## src/rtl/pattgen16.sv

```systemverilog
// pattgen16: burst generator of 16-bit counter/LFSR/walking-one/checkerboard words over valid/ready.
// Optional y_chk/err inverter checker is enabled with `define PATTGEN_CHECK_EN.
module pattgen16 #(
    parameter logic [15:0] SEED  = 16'hACE1,
    parameter int          LEN_W = 8
) (
    input  logic             clk,
    input  logic             rst_n,
    input  logic             start,
    input  logic [1:0]       mode,
    input  logic [LEN_W-1:0] len,
    output logic [15:0]      y,
    output logic             valid,
    input  logic             ready,
    output logic             busy,
`ifdef PATTGEN_CHECK_EN
    input  logic [15:0]      y_chk,
    output logic             err,
`endif
    output logic             done
);
    typedef enum logic [1:0] {IDLE, RUN, DONE} state_t;
    localparam logic [15:0] SEED_EFF = (SEED == 16'h0) ? 16'h0001 : SEED;

    state_t           state_q, state_d;
    logic [1:0]       mode_q, mode_d;
    logic [LEN_W-1:0] rem_q, rem_d;
    logic [15:0]      y_q, y_d, first_pat, next_pat;
    logic             xfer, accept;

    assign xfer   = (state_q == RUN) && ready;
    assign accept = (state_q == IDLE) && start;
    assign first_pat = (mode == 2'd0) ? 16'h0000 :
                       (mode == 2'd1) ? SEED_EFF :
                       (mode == 2'd2) ? 16'h0001 : 16'hAAAA;
    // y itself is the LFSR state, so every mode advances from y_q
    assign next_pat  = (mode_q == 2'd0) ? y_q + 16'd1 :
                       (mode_q == 2'd1) ? ({1'b0, y_q[15:1]} ^ (y_q[0] ? 16'hB400 : 16'h0000)) :
                       (mode_q == 2'd2) ? {y_q[14:0], y_q[15]} : ~y_q;

    always_comb begin
        state_d = state_q;
        mode_d  = mode_q;
        rem_d   = rem_q;
        y_d     = y_q;
        case (state_q)
            IDLE: if (start) begin
                mode_d  = mode;
                rem_d   = len;
                state_d = (len != '0) ? RUN : DONE;
                y_d     = (len != '0) ? first_pat : y_q;
            end
            RUN: if (ready) begin
                rem_d   = rem_q - LEN_W'(1);
                state_d = (rem_q == LEN_W'(1)) ? DONE : RUN;
                y_d     = (rem_q == LEN_W'(1)) ? y_q : next_pat;
            end
            default: state_d = IDLE;
        endcase
    end

    always_ff @(posedge clk or negedge rst_n) begin
        if (!rst_n) begin
            state_q <= IDLE;
            mode_q  <= 2'd0;
            rem_q   <= '0;
            y_q     <= 16'h0000;
        end else begin
            state_q <= state_d;
            mode_q  <= mode_d;
            rem_q   <= rem_d;
            y_q     <= y_d;
        end
    end

    assign y     = y_q;
    assign valid = (state_q == RUN);
    assign busy  = (state_q != IDLE);
    assign done  = (state_q == DONE);

`ifdef PATTGEN_CHECK_EN
    logic err_q, err_d;
    assign err_d = accept ? 1'b0 : ((xfer && (y_chk != ~y_q)) ? 1'b1 : err_q);
    always_ff @(posedge clk or negedge rst_n) begin
        if (!rst_n) err_q <= 1'b0;
        else        err_q <= err_d;
    end
    assign err = err_q;
`else
    logic unused_accept;
    assign unused_accept = accept ^ xfer;
`endif
endmodule

```

## config.mk

```make
export PLATFORM = sky130hd
export DESIGN_NAME = pattgen16
export DESIGN_NICKNAME = d
export VERILOG_FILES = /design/src/rtl/pattgen16.sv
export SDC_FILE = /design/constraint.sdc
export NUM_CORES = 1
export LEC_CHECK = 0
export BUFFER_PORTS_ARGS = -buffer_cell sky130_fd_sc_hd__buf_2
export CORE_ASPECT_RATIO = 1.4
export CORE_UTILIZATION = 35
export CTS_CLUSTER_DIAMETER = 50
export DETAILED_ROUTE_END_ITERATION = 7
export SYNTH_ARGS = -nofsm -noshare
export SYNTH_HDL_FRONTEND = slang
export SYNTH_SLANG_ARGS = --single-unit
export TNS_END_PERCENT = 5
```

## constraint.sdc

```tcl
create_clock -name clk -period 2.1 [get_ports clk]
set_input_delay 0.21 -clock clk [delete_from_list [all_inputs] [get_ports clk]]
set_output_delay 0.21 -clock clk [all_outputs]
set_load 0.05 [all_outputs]
```

== Word-level counts from Yosys, hierarchy flattened ==
Index checks and enable logic that the tools add are counted.
Cells by class
  $add $sub $neg: 2
  eq/ne operators: 11
  multiplexer cells: 20
  bitwise operators: 2
  reduce and logical (&&, ||, !) cells: 10
Operators with widths (number)
  2-to-1 mux 16 bit: 11
  case mux 16 bit (2 select lines): 1
  adder 16 x 1 -> 16 bit, second input constant: 1
  2-to-1 mux 8 bit: 2
  NOT 16 bit: 1
  case mux 8 bit (2 select lines): 1
  bitwise XOR 15 x 16 -> 16 bit: 1
  equality test 8 x 1 -> 1 bit, second input constant: 1
  2-to-1 mux 2 bit: 4
  nonzero test 8 bit: 1
  subtractor 8 x 1 -> 8 bit, second input constant: 1
  equality test 2 x 1 -> 1 bit, second input constant: 3
  equality test 2 bit, second input constant: 3
  logical NOT 2 bit: 3
  AND reduction 5 bit: 1
  inequality test 2 x 1 -> 1 bit, second input constant: 2
  inequality test 2 bit, second input constant: 2
  case mux 2 bit (2 select lines): 1
  AND reduction 2 bit: 2
  nonzero test 2 bit: 2
  AND reduction 3 bit: 1
Word-level totals
  register bits after elaboration: 28
  input bits: 14
  output and inout port bits: 19
  logic and storage cells: 49

== Longest topological paths before layout ==
Gate-level depths: netlist (run 1).
  word-level depth: 7
  mapped depth: 8
  gate-level depth less buffers: 7

== Worst setup path after synthesis (run 1) ==
Ideal clock, no wire load.
  kind: register -> register
  start point: register y_q[0], in the netlist y[0]
  end point: register y_q[13], in the netlist y[13]
  library setup time: 126 ps
  arrival time: 2080 ps
  required time: 1974 ps
  path slack: -106 ps
  cell stages (with the launch flop): 7
  path buffers: 1
  clock period less this slack: 2206 ps
  cell sequence: dfrtp_1 -> buf_2 -> nand4_1 -> nor4_1 -> mux2i_1 -> nand2_1 -> a221o_1
On the way
  word-level cells in the longest chain between the ends: 7
  elaborated cells between the ends (all ways): 8
  classes of those cells: add/sub: 1; mux: 6; bitwise: 1
Ends and longest elaborated chain
  from (decl): RTL line 28  | logic [15:0] y_q, y_d, first_pat, next_pat;
  from (signal assigned): RTL line 72  | y_q <= y_d;
  branches (longest 3 deep; another with adder 16 x 1 -> 16 bit)
  2-to-1 mux 16 bit (*): RTL line 37  | assign next_pat = (mode_q == 2'd0) ? y_q + 16'd1 :
  2-to-1 mux 16 bit (*): RTL line 56  | y_d = (rem_q == LEN_W'(1)) ? y_q : next_pat;
  2-to-1 mux 16 bit (*): RTL line 53  | RUN: if (ready) begin
  case mux 16 bit (2 select lines) (*): RTL line 46  | case (state_q)
Mark *: on every way between the ends. The select of a mux whose other input is x is not followed.
A chain may end at the register's enable or synchronous reset.

== Worst setup path in the final report (run 1) ==
  start point: register rem_q[1]
  end point: register y_q[6], in the netlist y[6]
On the way
  word-level cells in the longest chain between the ends: 3
Ends and longest elaborated chain
  from (decl): RTL line 27  | logic [LEN_W-1:0] rem_q, rem_d;
  from (signal assigned): RTL line 71  | rem_q <= rem_d;
  equality test 8 x 1 -> 1 bit: RTL line 56
  inequality test 2 bit (no source line)
  AND reduction 5 bit (no source line)
Every way passes these cells.

==> flow_summary_export.csv, run 1 <==
group,metric,value,unit
setup_path,critical_path.max_stage_delay,0.50,ns
finish,syn_to_final_growth,18.28,%
yosys,synth_area,0.002238,mm2
setup_path,crit_slowest_cell,"or3b_2",
pwr,p_sw_frac,0.5514,
die,core_area,0.006211,mm2
pwr,power_frac_clock,0.066,
clock_network,clkTransAtPathRegs,0.11,ns
yosys,synth_most_common_cell,"nand2_1",
min_path,worstHoldStart,"len[0]",
finish,diodes,0,
pwr,comb_power_share,0.704,
setup_path,timing.rr.start,"rem_q[1]$_DFFE_PN0P_",
timing,setup_viol,0,
finish,nets,349,
placed_design,postPlaceCellArea,0.002582,mm2
yosys,syn-mean-instance-area,7.882,um2
drt,drtPass1Iterations,6,
finish,drive_gt1_frac,0.2294,
die,core.rowCount,34,
timing,rsz0062_at_grt,"no",
clock_network,cts_tree,"yes",
setup_path,reg2reg_depth,7,
yosys,netlist_top_cells_count,"nand2_1 (32), o21ai_0 (30), dfrtp_1 (28), nor2_1 (28), a21oi_1 (18)",
setup_path,path_class,"reg -> reg",
timing,relSlewSlack,0.5275,
setup_path,crit_fanout,10,
pwr,p_leak,1.136,nW
min_path,hold_depth,3,
yosys,syn_inst,284,
finish,fillers,668,
drt,wl_per_cell,17.15,um
timing,max_slew.worst_pin.slew,0.7061,ns
yosys,yosysSeqAreaShare,0.3130,
yosys,yosys.area.top_type,"dfrtp_1",
drt,ant_nets,0,
die,fp.dieH,96.63,um
yosys,synth_seq_cells,28,
grt,grt_usage,0.2150,
drt,wirelength,6844,um
grt,grt_pass1_vias,2282,
finish,final_area,0.002648,mm2
yosys,synth_top_cells_by_area,"dfrtp_1 (31%), o21ai_0 (6.7%), nand2_1 (5.4%)",
pwr,seqPwrFrac,0.230,
yosys,async_reset_ff_frac,1.000,
setup_path,critPathLaunchType,"flip-flop",
clock_network,post_cts_buffers,0,
drt,via_count,2383,
timing,finalCritPeriodShare,0.9405,
die,pin_count,33,
timing,skew,0.007764,ns
job,drv_cap,0,
timing,hold_viol_final,0,
drt,via_per_inst,5.972,
setup_path,critPathArrivalTime,2.18,ns
setup_path,critPathRequiredTime,2.31,ns
placed_design,portBuffers,32,
placed_design,gp_congestion,0.8677,
clock_network,root_buffer,"clkbuf_8",
grt,grt_first_pass_wirelength,11450,um
die,start_util,0.3604,
clock_network,htreeDepth,1,
yosys,yosysWarnings,0,
die,design.die.area,0.006724,mm2
pwr,peakVddDrop,636.7,uV
timing,fmax,506.3,MHz
timing,finalCriticalPeriod,1.975,ns
die,dieWidth,69.59,um
grt,antenna_found_initial,0,
yosys,synth_edf_count,0,
clock_network,insertion_delay,0.29,ns
status,status,"finished, final reports clean",
grt,gr-total-overflow,0,
timing,final_max_slew_viol_count,0,
yosys,synth_flop_cell,"dfrtp_1",
clock_network,cts_buffers,3,
setup_path,cpLargestDelayFamily,"simple AND/OR/NAND/NOR gates",
setup_path,path_depth,7,
pwr,pwr_density_cell,1857,mW/mm2
pwr,switching_power,0.002711,W
setup_path,r2r-end,"y[6]$_DFFE_PN0P_",
timing,fin_setup_tns,0,ns
min_path,holdPathEnd,"rem_q[0]$_DFFE_PN0P_",
drt,first_iter_violations,184,
setup_path,crit_path_end_kind,"flip-flop",
drt,drc,0,
setup_path,reg2reg_slack,0.12,ns
setup_path,crit_buf_inv,1,
yosys,synth_top_area_share,0.3130,
setup_path,worstPathCellList,"inv_1 -> ha_1 -> or3b_2 -> o211a_4 -> nor2_8 -> a21oi_1 -> a22oi_1",
clock_network,ctsLongestPathBuffers,2,
pwr,internal-power,0.002206,W
placed_design,dp_hpwl,5256,um
grt,grt_max_degree,29,
yosys,ys_types,53,
min_path,hp-class,"in -> reg",
yosys,synth_nets,305,
clock_network,cts.sink_count,28,
logic make-up (layout without fill, tap and decap cells):
family	after synthesis	count (layout)	share of synthesized area
AOI/OAI and AO/OA	99	99	0.2951
xor gates and xnor gates	4	4	0.01565
adders and majority gates	7	7	0.03913
buffers and inverters	30	73	0.05701
DFF	28	28	0.3130
muxes	8	8	0.03689
and+or+nand+nor	108	108	0.2432
worst max-delay path by stage:
| stage | startpoint | endpoint | slack [ns] |
|---|---|---|---|
| floorplan | y[3]$_DFFE_PN0P_ | y[13]$_DFFE_PN0P_ | 0.003 |
| global placement | rem_q[1]$_DFFE_PN0P_ | y[14]$_DFFE_PN0P_ | 0.19 |
| detailed placement | rem_q[1]$_DFFE_PN0P_ | y[14]$_DFFE_PN0P_ | 0.15 |
| CTS | state_q[0]$_DFFE_PN0P_ | valid | 0.09 |
| global route | state_q[0]$_DFFE_PN0P_ | y[15]$_DFFE_PN0P_ | 0.004 |
| finish | rem_q[1]$_DFFE_PN0P_ | y[6]$_DFFE_PN0P_ | 0.12 |
power groups by stage:
| stage | Sequential (W) | Clock, W | Combinational, W |
|---|---|---|---|
| final | 0.00113 | 0.000324 | 0.00346 |
| after floorplan | 0.00161 | 0 | 0.00197 |
| after global placement | 0.00114 | 0 | 0.00339 |
| after global routing | 0.00118 | 0.000353 | 0.00379 |
| after CTS | 0.00113 | 0.000332 | 0.00343 |
| after detailed placement | 0.00114 | 0 | 0.00342 |
what timing repair did:
item | in CTS | in global routing
endpoints found under the hold margin | 28 | 0
hold buffers | 1 | 0
resized for setup | 0 | 2
setup endpoints to repair | 0 | 2
layer usage:
metal  vias to the layer above  global-route usage  share of wire
met4                         0              0.1083          0.030
li1                       1124                   -              -
met3                        21             0.01875          0.048
met2                        87              0.3898           0.53
met5                         -                   0              0
met1                      1151              0.2477           0.39
registers in the layout (all words and copies together), names as in the netlist:
signal and cells:
mode_q 2, rem_q 8, state_q 2, y 16
worst reg2reg max path: cells and delay by family (launching register included):
kind                       cells  cell delay [ns]
AOI/OAI and AO/OA              3             0.55
and+or+nand+nor                2             0.70
buffers and inverters          1             0.09
adders and majority gates      1             0.15
DFF                            1             0.39
final cells by class:
type | count | area (um2) | share of cell area
inverter | 14 | 56.30 | 0.02127
timing repair buffer | 55 | 335.3 | 0.1267
clock buffer | 4 | 45.04 | 0.01701
multi-input combinational | 226 | 1416 | 0.5350
tap | 72 | 90.09 | 0.03403
sequential | 28 | 704.4 | 0.2661
through the flow:
| stage | worst slack (ns) | utilization | hold slack [ns] | total power, W | std cells |
|---|---|---|---|---|---|
| global route | 0.003816 | 0.4263 | 0.2054 | 0.005327 | 399 |
| global placement | 0.1905 | 0.4158 | 0.2926 | 0.004525 | 394 |
| finish | 0.1250 | 0.4263 | 0.1738 | 0.004917 | 399 |
| CTS | 0.09067 | 0.4247 | 0.1833 | 0.004895 | 399 |
| detailed placement | 0.1512 | 0.4158 | 0.2895 | 0.004568 | 394 |
| floorplan | 0.002722 | - | -0.08559 | 0.003576 | 284 |
cells in the final DEF (no fill, tap or decap), types with 3 or more instances in the layout:
master / netlist / layout
a31oi_1: 4 / 4
ha_1: 7 / 7
o211ai_1: 5 / 5
or2_2: 3 / 3
dfrtp_2: 0 / 3
o21ai_0: 30 / 30
clkbuf_8: 0 / 3
buf_2: 6 / 32
o31ai_1: 3 / 3
inv_1: 13 / 13
o22ai_1: 3 / 3
nand2_1: 32 / 32
nor2_1: 28 / 28
nand4_1: 3 / 3
nor4_1: 3 / 3
o221ai_1: 3 / 3
o2bb2ai_1: 4 / 4
nor2b_1: 5 / 5
xor2_1: 3 / 3
nor3_1: 6 / 6
or3_1: 3 / 3
nand3_1: 9 / 9
o21ai_1: 5 / 5
buf_4: 0 / 22
a21oi_1: 18 / 18
a221oi_1: 4 / 3
mux2i_1: 6 / 6
a221o_1: 3 / 3
dfrtp_1: 28 / 25
nand2b_1: 5 / 5
No activity file was read; power rests on OpenSTA's default activity.
==> run 2, diff against run 1 <==
ABC_AREA = 1   (was default)
CTS_CLUSTER_DIAMETER = 80   (was 50)
clock period = 2.35 ns   (was 2.1 ns; I/O delays follow)
==> run 2 against run 1 <==
Against the previous run: core utilization is 2.2 points lower; wire length is 0.47% lower; worst setup slack improved by 0.31 ns; hold slack better by 0.051 ns; critical path depth did not move; maximum frequency is 3.2% higher; via count up 8.4%; register-to-register slack improved by 0.31 ns; sequential share of layout area is 0.23 points lower; power shrank 28%; cell count grew 23%; count of clock-buffer cells in the layout unchanged; largest cell class unchanged.
==> flow_summary_export.csv, run 2 <==
group,metric,value,unit
drt,via_count,2582,
yosys,async_reset_ff_frac,1.000,
timing,skew,0.002335,ns
drt,drtPass1Iterations,5,
setup_path,worstPathCellList,"inv_2 -> o21ai_1 -> nor2_4 -> nand3_4 -> nor2_4 -> nand3_1 -> nand2_1",
yosys,synth_seq_cells,28,
finish,largest_reg_flops,16,
setup_path,critPathLaunchType,"flip-flop",
drt,wirelength,6812,um
clock_network,cts_tree,"yes",
clock_network,post_cts_buffers,0,
yosys,synth_top_area_share,0.2938,
die,design.die.area,0.007153,mm2
finish,final_cell_mix,"nand2_1 (138), nor2_1 (46), inv_1 (44)",
setup_path,path_class,"reg -> reg",
timing,hold_viol_final,0,
yosys,syn_inst,389,
pwr,power_frac_clock,0.085,
yosys,yosysSeqAreaShare,0.2938,
pwr,internal-power,0.001490,W
timing,fin_ws,0.4356,ns
placed_design,gp_congestion,0.8865,
clock_network,hold_buffers,1,
die,core_area,0.006569,mm2
status,status,"finished, final reports clean",
pwr,pwr_density_cell,1335,mW/mm2
yosys,synth_nets,410,
pwr,peakVddDrop,450.6,uV
job,drv_cap,0,
grt,gr-total-overflow,0,
grt,grt_usage,0.2086,
grt,grt_first_pass_wirelength,11830,um
timing,fin_setup_tns,0,ns
placed_design,portBuffers,32,
timing,final_max_slew_viol_count,0,
yosys,syn-mean-instance-area,6.131,um2
finish,fillers,760,
setup_path,critPathRequiredTime,2.57,ns
finish,diodes,0,
setup_path,critical_path.max_stage_delay,0.46,ns
placed_design,pre_cts_ws,0.4584,ns
setup_path,crit_fanout,20,
setup_path,path_common_cell,"nor2_4",
timing,setup_viol,0,
yosys,yosys.area.top_type,"dfrtp_1",
timing,max_slew.worst_pin.slew,0.6507,ns
grt,antenna_found_initial,0,
yosys,synth_top_cells_by_area,"dfrtp_1 (29%), nand2_1 (22%), o21ai_0 (7.6%)",
pwr,p_sw_frac,0.5797,
setup_path,crit_slowest_cell,"dfrtp_1",
yosys,synth_flop_cell,"dfrtp_1",
yosys,ys_types,29,
finish,layout_commonest_cell,"nand2_1",
grt,grt_pass1_vias,2505,
finish,syn_to_final_growth,11.39,%
setup_path,crit_path_end_kind,"flip-flop",
timing,relSlewSlack,0.5662,
drt,wl_per_cell,13.85,um
die,fp.dieH,99.67,um
drt,first_iter_violations,235,
timing,fmax,522.4,MHz
die,core.rowCount,35,
die,dieWidth,71.77,um
timing,rsz0062_at_grt,"no",
drt,drc,0,
clock_network,clkTransAtPathRegs,0.10,ns
setup_path,crit_buf_inv,1,
finish,nets,440,
clock_network,cts.sink_count,28,
clock_network,insertion_delay,0.27,ns
clock_network,ctsLongestPathBuffers,2,
die,start_util,0.3630,
grt,grt_max_degree,29,
timing,finalCritPeriodShare,0.8146,
yosys,synth_most_common_cell,"nand2_1",
clock_network,cts_buffers,3,
setup_path,critPathArrivalTime,2.13,ns
min_path,hp-class,"in -> reg",
die,pin_count,33,
clock_network,htreeDepth,1,
pwr,seqPwrFrac,0.297,
clock_network,cts.repair.resized,0,
pwr,switching_power,0.002055,W
drt,ant_nets,0,
clock_network,root_buffer,"clkbuf_8",
pwr,comb_power_share,0.618,
yosys,netlist_top_cells_count,"nand2_1 (138), nor2_1 (46), inv_1 (44)",
setup_path,cpLargestDelayFamily,"simple AND/OR/NAND/NOR gates",
yosys,synth_area,0.002385,mm2
yosys,yosysWarnings,0,
placed_design,dp_hpwl,5303,um
yosys,synth_edf_count,0,
timing,finalCriticalPeriod,1.914,ns
drt,via_per_inst,5.248,
finish,drive_gt1_frac,0.1268,
pwr,p_leak,1.365,nW
[run 2: path summary, 6_finish.rpt]
check / from / end / slack, ns / cells past startpoint
hold / removal: ready / state_q[0]$_DFFE_PN0P_ / 0.22 / 2
setup reg to reg: state_q[0]$_DFFE_PN0P_ / y[2]$_DFFE_PN0P_ / 0.44 / 7
min in group asynchronous: rst_n / mode_q[1]$_DFFE_PN0P_ / 0.54 / 2
max in group asynchronous: rst_n / state_q[1]$_DFFE_PN0P_ / 1.39 / 2
setup / recovery: state_q[0]$_DFFE_PN0P_ / y[2]$_DFFE_PN0P_ / 0.44 / 7
hold reg to reg: rem_q[7]$_DFFE_PN0P_ / rem_q[7]$_DFFE_PN0P_ / 0.53 / 2
[run 2: layout make-up]
class                      instances  area, um2  share of cell area
clock buffer                       4      55.05             0.02073
inverter                          47      176.4             0.06642
timing repair buffer              37      200.2             0.07536
multi-input combinational        302       1431              0.5389
tap                               74      92.59             0.03486
sequential                        28      700.7              0.2638
[run 2: kinds of logic (layout without fill, tap and decap cells)]
group,after synthesis,count (layout),share of synthesized area
AO/OA/AOI/OAI,58,58,0.1396
adder cells (fa/ha/maj),7,7,0.03672
flip-flops,28,28,0.2938
buffers and inverters,59,88,0.1060
XOR/XNOR,1,1,0.003673
AND/OR/NAND/NOR,236,236,0.4203
[run 2: power groups by stage]
stage                     registers (W)  clock network (W)  logic (W)
after CTS                       0.00105           0.000314    0.00219
after detailed placement        0.00106                  0    0.00218
after global routing            0.00110           0.000334    0.00247
final                           0.00105           0.000301    0.00219
after global placement          0.00105                  0    0.00217
after floorplan                 0.00137                  0    0.00129
[run 2: metrics by stage]
step / instance area [um2] / total power (W) / hold WS [ns] / util / cells
CTS: 2656 / 0.003552 / 0.2084 / 0.4044 / 492
global placement: 2591 / 0.003216 / 0.3049 / 0.3945 / 487
detailed placement: 2591 / 0.003236 / 0.2984 / 0.3945 / 487
finish: 2656 / 0.003545 / 0.2245 / 0.4044 / 492
floorplan: 2385 / 0.002658 / -0.06059 / - / 389
global route: 2656 / 0.003896 / 0.2218 / 0.4044 / 492
[run 2: metal layers]
metal,share of wire,routed length (um),global-route usage,vias up
met5,0,0,0,-
met4,0.036,248,0.1026,0
met3,0.044,298,0.01722,20
met2,0.50,3400,0.3657,77
met1,0.42,2864,0.2533,1171
li1,-,-,-,1314
==> run 3, diff against run 2 <==
clock period = 2 ns   (was 2.35 ns; I/O delays follow)
==> run 3 against run 2 <==
Against the previous run: maximum frequency increased by 5.4%; critical path depth stayed put; clock power about the same; flip-flop and latch count is the same; count of clock-buffer cells in the layout fell by 1; first-iteration DRC count down 23%; via count is 0.54% lower; largest power group unchanged; wire length up 1.6%; register-to-register slack worse by 0.25 ns; worst setup slack got worse by 0.25 ns; power rose by 18%; sequential share of layout area fell by 0.23 points.
==> flow_summary_export.csv, run 3 (same netlist as run 2, synthesis figures left out) <==
group,metric,value,unit
job,drv_cap,0,
setup_path,critical_path.max_stage_delay,0.45,ns
die,pin_count,33,
setup_path,critPathRequiredTime,2.22,ns
pwr,p_leak,1.381,nW
pwr,peakVddDrop,456.6,uV
timing,fin_setup_tns,0,ns
setup_path,reg2reg_depth,7,
setup_path,crit_fanout,17,
finish,drive_gt1_frac,0.1351,
min_path,hp-class,"in -> reg",
die,core_area,0.006569,mm2
grt,grt_pass1_vias,2646,
setup_path,path_common_cell,"nor2_4",
drt,drtPass1Iterations,4,
pwr,pwr_density_cell,1556,mW/mm2
setup_path,worstPathCellList,"inv_2 -> o21ai_1 -> nor2_4 -> nand3_4 -> nor2_4 -> nand3_1 -> nand2_1",
timing,fmax,550.5,MHz
timing,rsz0062_at_grt,"no",
placed_design,gp_congestion,0.8760,
clock_network,cts_tree,"yes",
status,status,"finished, final reports clean",
setup_path,critPathLaunchType,"flip-flop",
grt,antenna_found_initial,0,
drt,wirelength,6922,um
clock_network,cts.sink_count,28,
min_path,worstHoldStart,"len[2]",
finish,nets,445,
setup_path,path_depth,7,
setup_path,crit_path_end_kind,"flip-flop",
finish,largest_reg_flops,16,
setup_path,crit_slowest_cell,"dfrtp_1",
clock_network,ctsLongestPathBuffers,2,
clock_network,cts_buffers,3,
clock_network,clkTransAtPathRegs,0.10,ns
clock_network,root_buffer,"clkbuf_8",
timing,skew,0.007819,ns
grt,gr-total-overflow,0,
die,dieWidth,71.77,um
timing,relSlewSlack,0.5698,
timing,setup_viol,0,
drt,via_count,2568,
setup_path,critPathArrivalTime,2.03,ns
setup_path,path_class,"reg -> reg",
drt,wl_per_cell,13.96,um
setup_path,crit_buf_inv,1,
grt,grt_max_degree,29,
setup_path,timing.rr.start,"state_q[0]$_DFFE_PN0P_",
placed_design,portBuffers,32,
die,core.rowCount,35,
finish,final_cell_mix,"nand2_1 (138), nor2_1 (46), inv_1 (44)",
drt,first_iter_violations,180,
timing,hold_viol_final,0,
drt,via_per_inst,5.177,
finish,diodes,0,
timing,max_slew.worst_pin.slew,0.6453,ns
setup_path,cpLargestDelayFamily,"simple AND/OR/NAND/NOR gates",
setup_path,cp-startpoint,"state_q[0]$_DFFE_PN0P_",
timing,finalCritPeriodShare,0.9082,
timing,final_max_slew_viol_count,0,
grt,grt_first_pass_wirelength,11960,um
drt,ant_nets,0,
finish,syn_to_final_growth,12.38,%
placed_design,dp_hpwl,5392,um
clock_network,cts.repair.resized,0,
finish,fillers,717,
finish,layout.cells.non_filler,496,
timing,finalCriticalPeriod,1.816,ns
min_path,hold_depth,3,
grt,grt_usage,0.2097,
die,start_util,0.3630,
finish,layout_commonest_cell,"nand2_1",
clock_network,insertion_delay,0.27,ns
clock_network,post_cts_buffers,0,
placed_design,dp.cells,492,
clock_network,htreeDepth,1,
drt,drc,0,
die,design.die.area,0.007153,mm2
die,fp.dieH,99.67,um
[run 3: cell types whose count changed in the layout (fill, tap and decap cells not counted)]
cell / before / now
buf_4: 4 / 9
clkbuf_8: 4 / 3
[run 3: power breakdown]
group | internal, W | switching (W) | leakage [nW] | total (W)
clock network | 0.000135 | 0.000169 | 0.0216 | 0.000304
logic | 0.000805 | 0.00186 | 1.02 | 0.00267
registers | 0.000813 | 0.000387 | 0.344 | 0.00120
[run 3: worst reg2reg max path, delay by kind of cell (launching register included)]
| kind | cells | cell delay, ns |
|---|---|---|
| flops | 1 | 0.45 |
| buf+inv | 1 | 0.12 |
| compound gates | 1 | 0.10 |
| simple gates | 5 | 1.10 |
[run 3: layer usage]
layer	track usage	share of wire	wire, um
met4	0.1176	0.029	201
met1	0.2464	0.43	2957
met2	0.3701	0.50	3439
met3	0.01722	0.047	323
met5	0	0	0
[run 3: layout make-up]
cell class                 count  area (um2)  area share
sequential                    28       700.7      0.2614
timing repair buffer          42       237.7     0.08870
clock buffer                   3       41.29     0.01541
multi-input combinational    302        1431      0.5341
inverter                      47       176.4     0.06583
tap                           74       92.59     0.03455
[run 3: worst paths after layout]
kind	end	slack, ns
setup / recovery	y[8]$_DFFE_PN0P_	0.18
hold / removal	rem_q[2]$_DFFE_PN0P_	0.20
setup reg to reg	y[8]$_DFFE_PN0P_	0.18
hold reg to reg	rem_q[7]$_DFFE_PN0P_	0.52
max in group asynchronous	y[10]$_DFFE_PN0P_	1.09
min in group asynchronous	y[2]$_DFFE_PN0P_	0.48
[run 3: through the flow]
step / hold slack (ns) / total power (W) / setup WS [ns] / area (um2) / utilization
global route: 0.2156 / 0.004558 / 0.007497 / 2680 / 0.4080
floorplan: -0.09559 / 0.003123 / 0.2292 / 2385 / -
global placement: 0.2694 / 0.003859 / 0.2029 / 2629 / 0.4002
CTS: 0.1962 / 0.004171 / 0.1665 / 2680 / 0.4080
finish: 0.1991 / 0.004170 / 0.1835 / 2680 / 0.4080
detailed placement: 0.2652 / 0.003857 / 0.1884 / 2629 / 0.4002
[run 3: repair_timing]
item | CTS | global route
endpoints found under the setup margin | 0 | 0
hold buffers | 1 | 0
endpoints found under the hold margin | 28 | 0
